$ cat src/rtl/key_matrix_scanner.sv
// key_matrix_scanner
//   Scans an NxN active-low push-button matrix one column at a time,
//   debounces every key and reports a debounced key bitmap plus single-cycle
//   press events. Key index k = N*row + col, matching LED cell indexing.
//
//   Per column: DRIVE (SETTLE_CYCLES cycles, column strobed, rows settle and
//   pass the 2-flop synchronizer), SAMPLE (N cycles, one key per cycle),
//   NEXT (1 cycle, strobes released). Column period SETTLE_CYCLES+N+1.
//
//   Optional feature macro: KEY_SCANNER_TOGGLE_EN
//     defined   : pattern[k] toggles on every press event of key k (cleared by rst)
//     undefined : pattern is a combinational copy of keys
//
// Ports
//   clk          clock
//   rst          synchronous active-high reset
//   ena          scan enable; 0 = idle with all columns released
//   scan_cols    column strobes, active-low one-hot, all 1 = released
//   sense_rows   row returns, active-low, asynchronous
//   keys         debounced key state, 1 = pressed, bit N*row+col
//   press_valid  one-cycle pulse on a debounced 0->1 transition
//   press_index  index of the last press event (held between events)
//   frame_done   one-cycle pulse when column N-1 completes
//   pattern      edit pattern (see macro above)
module key_matrix_scanner #(
    parameter int N              = 8,
    parameter int SETTLE_CYCLES  = 64,
    parameter int DEBOUNCE_SCANS = 4
) (
    input  logic                    clk,
    input  logic                    rst,
    input  logic                    ena,
    output logic [N-1:0]            scan_cols,
    input  logic [N-1:0]            sense_rows,
    output logic [N*N-1:0]          keys,
    output logic                    press_valid,
    output logic [$clog2(N*N)-1:0]  press_index,
    output logic                    frame_done,
    output logic [N*N-1:0]          pattern
);

    localparam int CLW = $clog2(N);
    localparam int SW  = $clog2(SETTLE_CYCLES);
    localparam int KW  = $clog2(N*N);
    localparam int CW  = $clog2(DEBOUNCE_SCANS + 1);
    localparam logic [N-1:0] ONE_COL = {{(N-1){1'b0}}, 1'b1};

    generate
        if (N < 2) begin : g_bad_n
            $error("key_matrix_scanner: N must be >= 2");
        end
        if (SETTLE_CYCLES < 4) begin : g_bad_settle
            $error("key_matrix_scanner: SETTLE_CYCLES must be >= 4");
        end
        if (DEBOUNCE_SCANS < 1) begin : g_bad_debounce
            $error("key_matrix_scanner: DEBOUNCE_SCANS must be >= 1");
        end
    endgenerate

    typedef enum logic [1:0] {
        IDLE   = 2'b00,
        DRIVE  = 2'b01,
        SAMPLE = 2'b10,
        NEXT   = 2'b11
    } state_t;

    state_t          state_r, state_s;
    logic [CLW-1:0]  col_r, col_s;
    logic [CLW-1:0]  row_r, row_s;
    logic [SW-1:0]   settle_r, settle_s;
    logic [N-1:0]    sync1_r, sync2_r;
    logic [N-1:0]    snap_r;
    logic [N-1:0]    scan_cols_r, scan_s;
    logic            frame_done_r, frame_s;
    logic            snap_load_s;
    logic            proc_s;

    logic [N*N-1:0]  keys_r;
    logic [CW-1:0]   cnt_r [N*N];
    logic            press_valid_r;
    logic [KW-1:0]   press_index_r;

    logic [KW-1:0]   key_idx_s;
    logic            raw_s;
    logic            stable_s;
    logic            flip_s;
    logic [CW-1:0]   cnt_cur_s, cnt_new_s;

    // Two-flop synchronizer for the asynchronous row returns (idle = pulled up).
    always_ff @(posedge clk) begin
        if (rst) begin
            sync1_r <= {N{1'b1}};
            sync2_r <= {N{1'b1}};
        end else begin
            sync1_r <= sense_rows;
            sync2_r <= sync1_r;
        end
    end

    // Scan FSM next-state logic; ena=0 in any active state drops straight to IDLE.
    always_comb begin
        state_s     = state_r;
        col_s       = col_r;
        row_s       = row_r;
        settle_s    = settle_r;
        snap_load_s = 1'b0;
        proc_s      = 1'b0;
        frame_s     = 1'b0;
        case (state_r)
            IDLE: begin
                if (ena) begin
                    state_s  = DRIVE;
                    col_s    = {CLW{1'b0}};
                    settle_s = {SW{1'b0}};
                end else begin
                    state_s  = IDLE;
                end
            end
            DRIVE: begin
                if (!ena) begin
                    state_s  = IDLE;
                    col_s    = {CLW{1'b0}};
                    row_s    = {CLW{1'b0}};
                    settle_s = {SW{1'b0}};
                end else if (settle_r == SW'(SETTLE_CYCLES - 1)) begin
                    state_s     = SAMPLE;
                    snap_load_s = 1'b1;
                    settle_s    = {SW{1'b0}};
                    row_s       = {CLW{1'b0}};
                end else begin
                    settle_s = settle_r + SW'(1);
                end
            end
            SAMPLE: begin
                // The row handled this cycle always completes, even if ena drops.
                proc_s = 1'b1;
                if (!ena) begin
                    state_s  = IDLE;
                    col_s    = {CLW{1'b0}};
                    row_s    = {CLW{1'b0}};
                    settle_s = {SW{1'b0}};
                end else if (row_r == CLW'(N - 1)) begin
                    state_s = NEXT;
                    row_s   = {CLW{1'b0}};
                    frame_s = (col_r == CLW'(N - 1));
                end else begin
                    row_s = row_r + CLW'(1);
                end
            end
            NEXT: begin
                settle_s = {SW{1'b0}};
                if (!ena) begin
                    state_s = IDLE;
                    col_s   = {CLW{1'b0}};
                end else if (col_r == CLW'(N - 1)) begin
                    state_s = DRIVE;
                    col_s   = {CLW{1'b0}};
                end else begin
                    state_s = DRIVE;
                    col_s   = col_r + CLW'(1);
                end
            end
            default: begin
                state_s  = IDLE;
                col_s    = {CLW{1'b0}};
                row_s    = {CLW{1'b0}};
                settle_s = {SW{1'b0}};
            end
        endcase
    end

    // Column strobe is decoded from the next state so the registered output tracks the FSM.
    always_comb begin
        if ((state_s == DRIVE) || (state_s == SAMPLE)) begin
            scan_s = ~(ONE_COL << col_s);
        end else begin
            scan_s = {N{1'b1}};
        end
    end

    // Scan FSM state, counters, row snapshot and registered strobes.
    always_ff @(posedge clk) begin
        if (rst) begin
            state_r      <= IDLE;
            col_r        <= {CLW{1'b0}};
            row_r        <= {CLW{1'b0}};
            settle_r     <= {SW{1'b0}};
            snap_r       <= {N{1'b0}};
            scan_cols_r  <= {N{1'b1}};
            frame_done_r <= 1'b0;
        end else begin
            state_r      <= state_s;
            col_r        <= col_s;
            row_r        <= row_s;
            settle_r     <= settle_s;
            scan_cols_r  <= scan_s;
            frame_done_r <= frame_s;
            if (snap_load_s) begin
                snap_r <= ~sync2_r;
            end else begin
                snap_r <= snap_r;
            end
        end
    end

    // Debounce decision for the single key handled in this SAMPLE cycle.
    always_comb begin
        key_idx_s = KW'(row_r) * KW'(N) + KW'(col_r);
        raw_s     = snap_r[row_r];
        stable_s  = keys_r[key_idx_s];
        cnt_cur_s = cnt_r[key_idx_s];
        flip_s    = 1'b0;
        cnt_new_s = cnt_cur_s;
        if (raw_s == stable_s) begin
            cnt_new_s = {CW{1'b0}};
        end else if (cnt_cur_s == CW'(DEBOUNCE_SCANS - 1)) begin
            flip_s    = 1'b1;
            cnt_new_s = {CW{1'b0}};
        end else begin
            cnt_new_s = cnt_cur_s + CW'(1);
        end
    end

    // Per-key debounce counters, stable key map and press event outputs.
    always_ff @(posedge clk) begin
        if (rst) begin
            keys_r        <= {(N*N){1'b0}};
            press_valid_r <= 1'b0;
            press_index_r <= {KW{1'b0}};
            for (int i = 0; i < N*N; i++) begin
                cnt_r[i] <= {CW{1'b0}};
            end
        end else begin
            press_valid_r <= proc_s & flip_s & raw_s;
            if (proc_s) begin
                cnt_r[key_idx_s] <= cnt_new_s;
                if (flip_s) begin
                    keys_r[key_idx_s] <= raw_s;
                end
            end
            if (proc_s && flip_s && raw_s) begin
                press_index_r <= key_idx_s;
            end
        end
    end

`ifdef KEY_SCANNER_TOGGLE_EN
    logic [N*N-1:0] pattern_r;

    // Edit pattern: each debounced press flips the matching cell.
    always_ff @(posedge clk) begin
        if (rst) begin
            pattern_r <= {(N*N){1'b0}};
        end else if (proc_s && flip_s && raw_s) begin
            pattern_r[key_idx_s] <= ~pattern_r[key_idx_s];
        end else begin
            pattern_r <= pattern_r;
        end
    end

    assign pattern = pattern_r;
`else
    assign pattern = keys_r;
`endif

    assign scan_cols   = scan_cols_r;
    assign keys        = keys_r;
    assign press_valid = press_valid_r;
    assign press_index = press_index_r;
    assign frame_done  = frame_done_r;

endmodule

$ cat config.mk
export PLATFORM = sky130hd
export DESIGN_NAME = key_matrix_scanner
export DESIGN_NICKNAME = d
export VERILOG_FILES = /design/src/rtl/key_matrix_scanner.sv
export SDC_FILE = /design/constraint.sdc
export NUM_CORES = 1
export LEC_CHECK = 0
export BUFFER_PORTS_ARGS = -buffer_cell sky130_fd_sc_hd__buf_2
export CORE_MARGIN = 2
export CORE_UTILIZATION = 55
export CTS_CLUSTER_SIZE = 40
export DETAILED_ROUTE_END_ITERATION = 6
export PLACE_DENSITY = 0.84
export SETUP_SLACK_MARGIN = 0.02
export SLEW_MARGIN = 5
export SYNTH_ARGS = -nofsm -noshare
export SYNTH_HDL_FRONTEND = slang
export SYNTH_SLANG_ARGS = --single-unit
$ cat constraint.sdc
create_clock -name clk -period 7.95 [get_ports clk]
set_input_delay 1.59 -clock clk [delete_from_list [all_inputs] [get_ports clk]]
set_output_delay 1.59 -clock clk [all_outputs]
set_load 0.01 [all_outputs]
==> metrics, run 1 <==
run status completed; CP Class reg -> reg; via/cell ratio 6.30; post-CTS resize count 0; CTS Hold Bufs 0; Crit Path Max Fanout 51; Distinct cells, synth 59; Post-synth EDFFs 192; core area 26900 µm²; post-route ant nets 0; top layer in use met4; Post-Syn Area 15000 µm²; startpoint types flop; most used flip-flop cell after synthesis edfxtp_1; clock sink count 310; setup bufs post-CTS 0; Nets 1475; Row Count 60; Cell Int Power 2650 µW; Critical Path Start col_r[2]$_SDFF_PP0_; Post-synth ARST share 0; fillers 2026; PwrDens 204 nW/µm²; final hold vios 0; Clock Latency Late Sink 0.57 ns; Critical Path RT 8.35 ns; die area 28600 µm²; initial antenna violation count 0; setup violators final 0; min Tclk post-route 5.23 ns; CTS tree yes; Psw 704 µW; worst vdd ir 0.163 mV; largest net degree at the start of global routing 92; Met3 Routed Length 4170 µm; hold crit path type reg -> reg; Hold Crit Start sync2_r[1]$_SDFF_PP1_; GPL Wtd Cong 0.903; hpwl dp 24800 µm; Final Max Slew Viols 0; Fmax achieved 191 MHz; global-route wire length before repair 59700 µm; Worst Path Arrival 5.62 ns; fin crit share 0.657; Ports 155; WL per Instance 21.7 µm; Seq cells post-synth 310; diode count 0; Ys Warns 0; CTS H-tree lvls 1; layout cell share with drive strength beyond 1 0.191; Die H 169 µm; DRT Pass-1 Iters 7; unrepaired setup endpoints after global routing no; multi-input combinational cell area 5900 µm²; Final TNS setup 0 ns; Setup WS pre-CTS 3.05 ns; register area 8130 µm²; Net Count, Synth 1447; CTS root buf clkbuf_16; register area share after synthesis 0.543; CTS Buf Count 30; Max Root-Sink Buffers 3; leakage 0.00609 µW; Post-Syn Area per Cell 10.5 µm²; met2 WL 19200 µm; Via Count 11500; total gr overflow 0; Initial DRC Count 1450; Slew @ Worst Pin 1.33 ns; worst setup margin 2.72 ns; DR DRC count 0; port bufs 154; Initial Util 0.557; Slew headroom 0.112; Seq pwr share 0.529; Post-Synthesis Cells 1425; Die Width 169 µm; Switching Fraction 0.210; kind of end point of the critical path flop; max-cap viol count 0; FF-to-FF Start col_r[2]$_SDFF_PP0_; Post-Route WL 39400 µm; vias in the first global route 10800; Comb pwr share 0.025; Clock power frac 0.446; area grow syn2layout 9.76%; Routed met1 length 14600 µm; Clock Skew 0.0113 ns; Clk pin slew, worst setup/hold paths 0.07 ns; overall global routing resource usage 0.268
layer usage:
metal  up-vias  track usage
li1       5057            -
met1      5489        0.340
met2       776        0.457
met3       136       0.0449
met4         0        0.114
met5         -            0
power groups by stage:
| stage | logic (µW) | registers (µW) | clock network (µW) |
|---|---|---|---|
| final | 82.7 | 1780 | 1500 |
| after global routing | 89.8 | 1780 | 1560 |
| after CTS | 81.8 | 1780 | 1500 |
| after detailed placement | 81.2 | 1810 | 0 |
| after global placement | 77.5 | 1810 | 0 |
| after floorplan | 62.4 | 1800 | 0 |
cell usage in the layout (no fill, tap or decap), types with 5 or more instances in the layout:
cell type,n
buf_2,153
edfxtp_1,192
clkbuf_16,31
inv_1,6
nor3_1,7
a22o_1,10
o22ai_1,11
nand2b_1,136
or2_2,18
a21oi_1,25
nand4_1,68
nand3_1,8
dfxtp_1,116
clkinvlp_4,7
o21ai_0,10
mux2_2,10
nor2_2,5
a211oi_1,11
clkinv_2,5
buf_4,20
mux2i_1,116
a221oi_1,15
nor2b_1,7
mux4_2,11
nor2_1,249
a22oi_1,35
and2_1,5
a31oi_1,9
nand2_1,96
ha_1,11
registers in the layout (all words and copies together), names as in the netlist:
| name | cells |
|---|---|
| cnt_r | 192 |
| frame_done | 1 |
| settle_r | 6 |
| sync2_r | 8 |
| snap_r | 8 |
| keys | 64 |
| row_r | 3 |
| scan_cols | 8 |
| sync1_r | 8 |
| state_r | 2 |
| press_valid | 1 |
| press_index | 6 |
| col_r | 3 |
Yosys cell counts, drive strengths merged (4+ instances only):
master	number	area [µm²]
dfxtp	118	2360
nand2b	136	851
a22o	10	87.6
edfxtp	192	5770
a21oi	25	125
clkbuf	60	226
a22oi	35	263
nor2	255	957
buf	117	751
nor4	5	46.3
and3	4	25.0
mux2i	116	1160
nor3b	4	35.0
o22ai	11	68.8
nand3b	4	30.0
a31oi	10	62.6
mux4	11	248
ha	11	138
nor3	7	35.0
inv	6	22.5
and3b	4	35.0
and2	6	37.5
nand4	68	425
o21ai	10	50.1
mux2	11	124
a221oi	15	131
nand3	9	50.1
nand2	98	373
nor2b	7	43.8
a211oi	11	82.6
or2	18	113
stage by stage:
| step | hold WS (ns) | std cells | power, µW | instance area (µm²) | util |
|---|---|---|---|---|---|
| final | 0.406 | 1818 | 3360 | 16400 | 0.612 |
| after floorplan | 0.389 | 1425 | 1860 | 15000 | - |
| after global placement | 0.391 | 1762 | 1880 | 15400 | 0.573 |
| after global routing | 0.416 | 1818 | 3430 | 16400 | 0.612 |
| after detailed placement | 0.394 | 1762 | 1890 | 15400 | 0.573 |
| after CTS | 0.406 | 1818 | 3350 | 16400 | 0.612 |
area by class of cell:
| cell class | instances | share of cell area |
|---|---|---|
| inverter | 7 | 0.00160 |
| timing repair buffer | 173 | 0.0557 |
| tap | 341 | 0.0259 |
| multi-input combinational | 931 | 0.359 |
| clock inverter | 22 | 0.0142 |
| sequential | 310 | 0.495 |
| clock buffer | 34 | 0.0492 |
worst max-delay path, cell delays in order, from the launching register on:
cell and delay, ns:
dfxtp_4 0.83, buf_4 0.70, and3b_1 0.47, buf_4 0.39
a22o_1 0.19, a221oi_1 0.06, a31oi_1 0.36, nor4_1 0.09
nand2_1 0.11, ha_1 0.20, nand2_1 0.10, a31oi_4 0.54
buf_4 0.51, nand4_1 0.21, mux2i_1 0.20
kinds of logic after synthesis:
family,share of synthesized area
xor+xnor,0.00292
flops,0.543
compound gates,0.0707
simple gates,0.205
fa+ha+maj,0.00919
buf+inv,0.0670
mux,0.102
worst paths after layout:
kind	slack [ns]	to	cells past startpoint
setup reg to reg	2.72	keys[51]$_SDFFE_PP0P_	14
hold reg to reg	0.41	snap_r[1]$_SDFFE_PP0P_	1
hold / removal	0.41	snap_r[1]$_SDFFE_PP0P_	1
setup / recovery	2.72	keys[51]$_SDFFE_PP0P_	14
(Power assumes the default switching activity.)
==> run 2, diff against run 1 <==
--- a/config.mk
+++ b/config.mk
@@ -7,10 +7,10 @@
 export LEC_CHECK = 0
 export BUFFER_PORTS_ARGS = -buffer_cell sky130_fd_sc_hd__buf_2
 export CORE_MARGIN = 2
-export CORE_UTILIZATION = 55
+export CORE_UTILIZATION = 54
 export CTS_CLUSTER_SIZE = 40
 export DETAILED_ROUTE_END_ITERATION = 6
-export PLACE_DENSITY = 0.84
+export PLACE_DENSITY = 0.86
 export SETUP_SLACK_MARGIN = 0.02
 export SLEW_MARGIN = 5
 export SYNTH_ARGS = -nofsm -noshare
==> constraint.sdc (replaced) <==
create_clock -name clk -period 4.25 [get_ports clk]
set_input_delay 0.85 -clock clk [delete_from_list [all_inputs] [get_ports clk]]
set_output_delay 0.85 -clock clk [all_outputs]
set_load 0.01 [all_outputs]
==> run 2 against run 1 <==
The run now ends with design-rule violations left. Register-to-register slack worse by 2.3 ns. Sequential share of layout area decreased by 0.88 points. Setup slack got worse by 2.3 ns. Clock power up 81%. Final cell count up 3.3%. Via count increased by 2.2%. First-iteration DRC count increased by 44%. Wire length is 3.8% higher. Critical path type unchanged. Largest cell class unchanged.
==> metrics, run 2 (synthesized netlist as in run 1, its figures left out) <==
Slew headroom 0.334 (+0.222); post-CTS resize count 0 (unchanged); R2R setup slack 0.38 ns (-2.34 ns); Via Count 11700 (+2.2%); largest net degree at the start of global routing 90 (-2.2%); global-route wire length before repair 62800 µm (+5.1%); area grow syn2layout 11.8%; Final TNS setup 0 ns (unchanged); worst hold stages 1 (unchanged); Clk pin slew, worst setup/hold paths 0.07 ns (about the same); setup bufs post-CTS 0 (unchanged); Max Root-Sink Buffers 3 (unchanged); max-cap viol count 0 (unchanged); Initial DRC Count 2095 (+44%); setup violators final 0 (unchanged); commonest non-fill, non-tap cell in the layout nor2_1; run status complete, but fails checks; CTS H-tree lvls 1 (unchanged); startpoint types flop; Post-Route WL 40900 µm (+3.8%); hpwl dp 27300 µm (+10%); diode count 0 (unchanged); Clock Latency Late Sink 0.56 ns (about the same); CP max stage cell dfxtp_4; worst r2r path cells 13 (-1); Slew @ Worst Pin 0.995 ns (-0.334 ns); Hold Path End snap_r[7]$_SDFFE_PP0P_; Nets 1504 (+2.0%); Hold Crit Start sync2_r[7]$_SDFF_PP1_; FF-to-FF Start col_r[2]$_SDFF_PP0_; hold crit path type reg -> reg; fin cells 1878 (+3.3%); multi-input combinational cell area 5890 µm² (about the same); total gr overflow 0 (unchanged); Ports 155 (unchanged); die area 29100 µm² (+1.8%); WL per Instance 21.8 µm (+0.49%); Initial Util 0.553 (-0.00463); overall global routing resource usage 0.280 (+0.0115); post-route cell area 16700 µm² (+1.8%); Die Width 171 µm (+0.90%); core area 27100 µm² (+0.84%); CTS root buf clkbuf_16; port bufs 154 (unchanged); Biggest register cnt_r; DR DRC count 1 (+1); CTS tree yes; worst-path cell chain and3b_1, buf_4, a222oi_1, a31oi_1, nor4_1, nand2_1, ha_1, nand2_1, a31oi_4, buf_4, nand3_2, mux2i_1, nor2_1; CTS Hold Bufs 0 (unchanged); RR Endpoint press_index[0]$_SDFFE_PP0P_; Crit Path Max Fanout 34 (-33%); CP max stage delay 0.66 ns (-0.17 ns); initial antenna violation count 0 (unchanged); max FFs per register 192 (unchanged); clock sink count 310 (unchanged); layout cell share with drive strength beyond 1 0.204 (+0.0129); Clock Skew 0.0149 ns (+0.00359 ns); DRT Pass-1 Iters 7 (unchanged); commonest non-fill, non-tap cells in the layout nor2_1 (249), edfxtp_1 (192), buf_2 (153), nand2b_1 (136); CTS Buf Count 30 (unchanged); placed inst area 15700 µm² (+2.1%); Die H 171 µm (+0.90%); fin crit share 0.911 (+0.253); placed cell count 1822 (+3.4%); Critical Path Start col_r[2]$_SDFF_PP0_; post-route ant nets 0 (unchanged); Row Count 60 (unchanged); PwrDens 370 nW/µm² (+81%); CP Class reg -> reg; fillers 2021 (-0.25%); GPL Wtd Cong 0.950 (+5.2%); min Tclk post-route 3.87 ns (-1.36 ns); register area 8130 µm² (unchanged); Final Max Slew Viols 0 (unchanged); unrepaired setup endpoints after global routing no; final hold vios 0 (unchanged); worst vdd ir 0.299 mV (+83%); kind of end point of the critical path flop; via/cell ratio 6.24 (-1.1%); Fmax achieved 258 MHz (+35%); Critical Path RT 4.67 ns (-3.68 ns); vias in the first global route 11200 (+3.8%); leakage 0.00626 µW (+2.9%); Worst Path Arrival 4.30 ns (-1.32 ns); failing checks design-rule violations
run 2: per-layer routing:
layer / GRT usage / share of wire
met5: 0 / 0
met4: 0.161 / 0.062
met2: 0.446 / 0.45
met1: 0.358 / 0.36
met3: 0.0539 / 0.13
run 2: cell type report:
cell class,instances,area share
clock buffers,36,0.0512
clock inverters,20,0.00934
inverters,7,0.00157
multi-input cells,931,0.352
flip-flops and latches,310,0.486
well taps,372,0.0278
repair buffers,202,0.0722
run 2: report_power, final:
| group | internal, µW | total (µW) | switching, µW |
|---|---|---|---|
| registers | 3290 | 3330 | 41.3 |
| clock network | 1560 | 2710 | 1150 |
| logic | 62.6 | 153 | 90.4 |
| total | 4900 | 6190 | 1280 |
run 2: critical path: cells and delay by family (launching register included):
kind,cells,cell delay (ns)
AOI/OAI and AO/OA,3,0.70
adders and majority gates,1,0.18
buffers and inverters,2,0.67
DFF,1,0.66
muxes,1,0.24
and+or+nand+nor,6,1.25
run 2: per-stage QoR:
| step | utilization | worst slack, ns | total power (µW) | hold slack [ns] |
|---|---|---|---|---|
| 2_1_floorplan | - | 0.932 | 3480 | 0.389 |
| 3_3_place_gp | 0.580 | 0.618 | 3530 | 0.392 |
| 3_5_place_dp | 0.580 | 0.544 | 3540 | 0.392 |
| 4_1_cts | 0.618 | 0.526 | 6190 | 0.407 |
| 5_1_grt | 0.618 | 0.259 | 6330 | 0.422 |
| 6_report | 0.618 | 0.380 | 6190 | 0.406 |
run 2: how the worst max path moves through the flow:
stage                                             end  slack, ns  depth (start not counted)
after floorplan                 keys[54]$_SDFFE_PP0P_       0.93                         17
after global placement    press_index[5]$_SDFFE_PP0P_       0.62                         13
after detailed placement  press_index[0]$_SDFFE_PP0P_       0.54                         13
after CTS                 press_index[0]$_SDFFE_PP0P_       0.53                         13
after global routing      press_index[5]$_SDFFE_PP0P_       0.26                         15
final                     press_index[0]$_SDFFE_PP0P_       0.38                         13
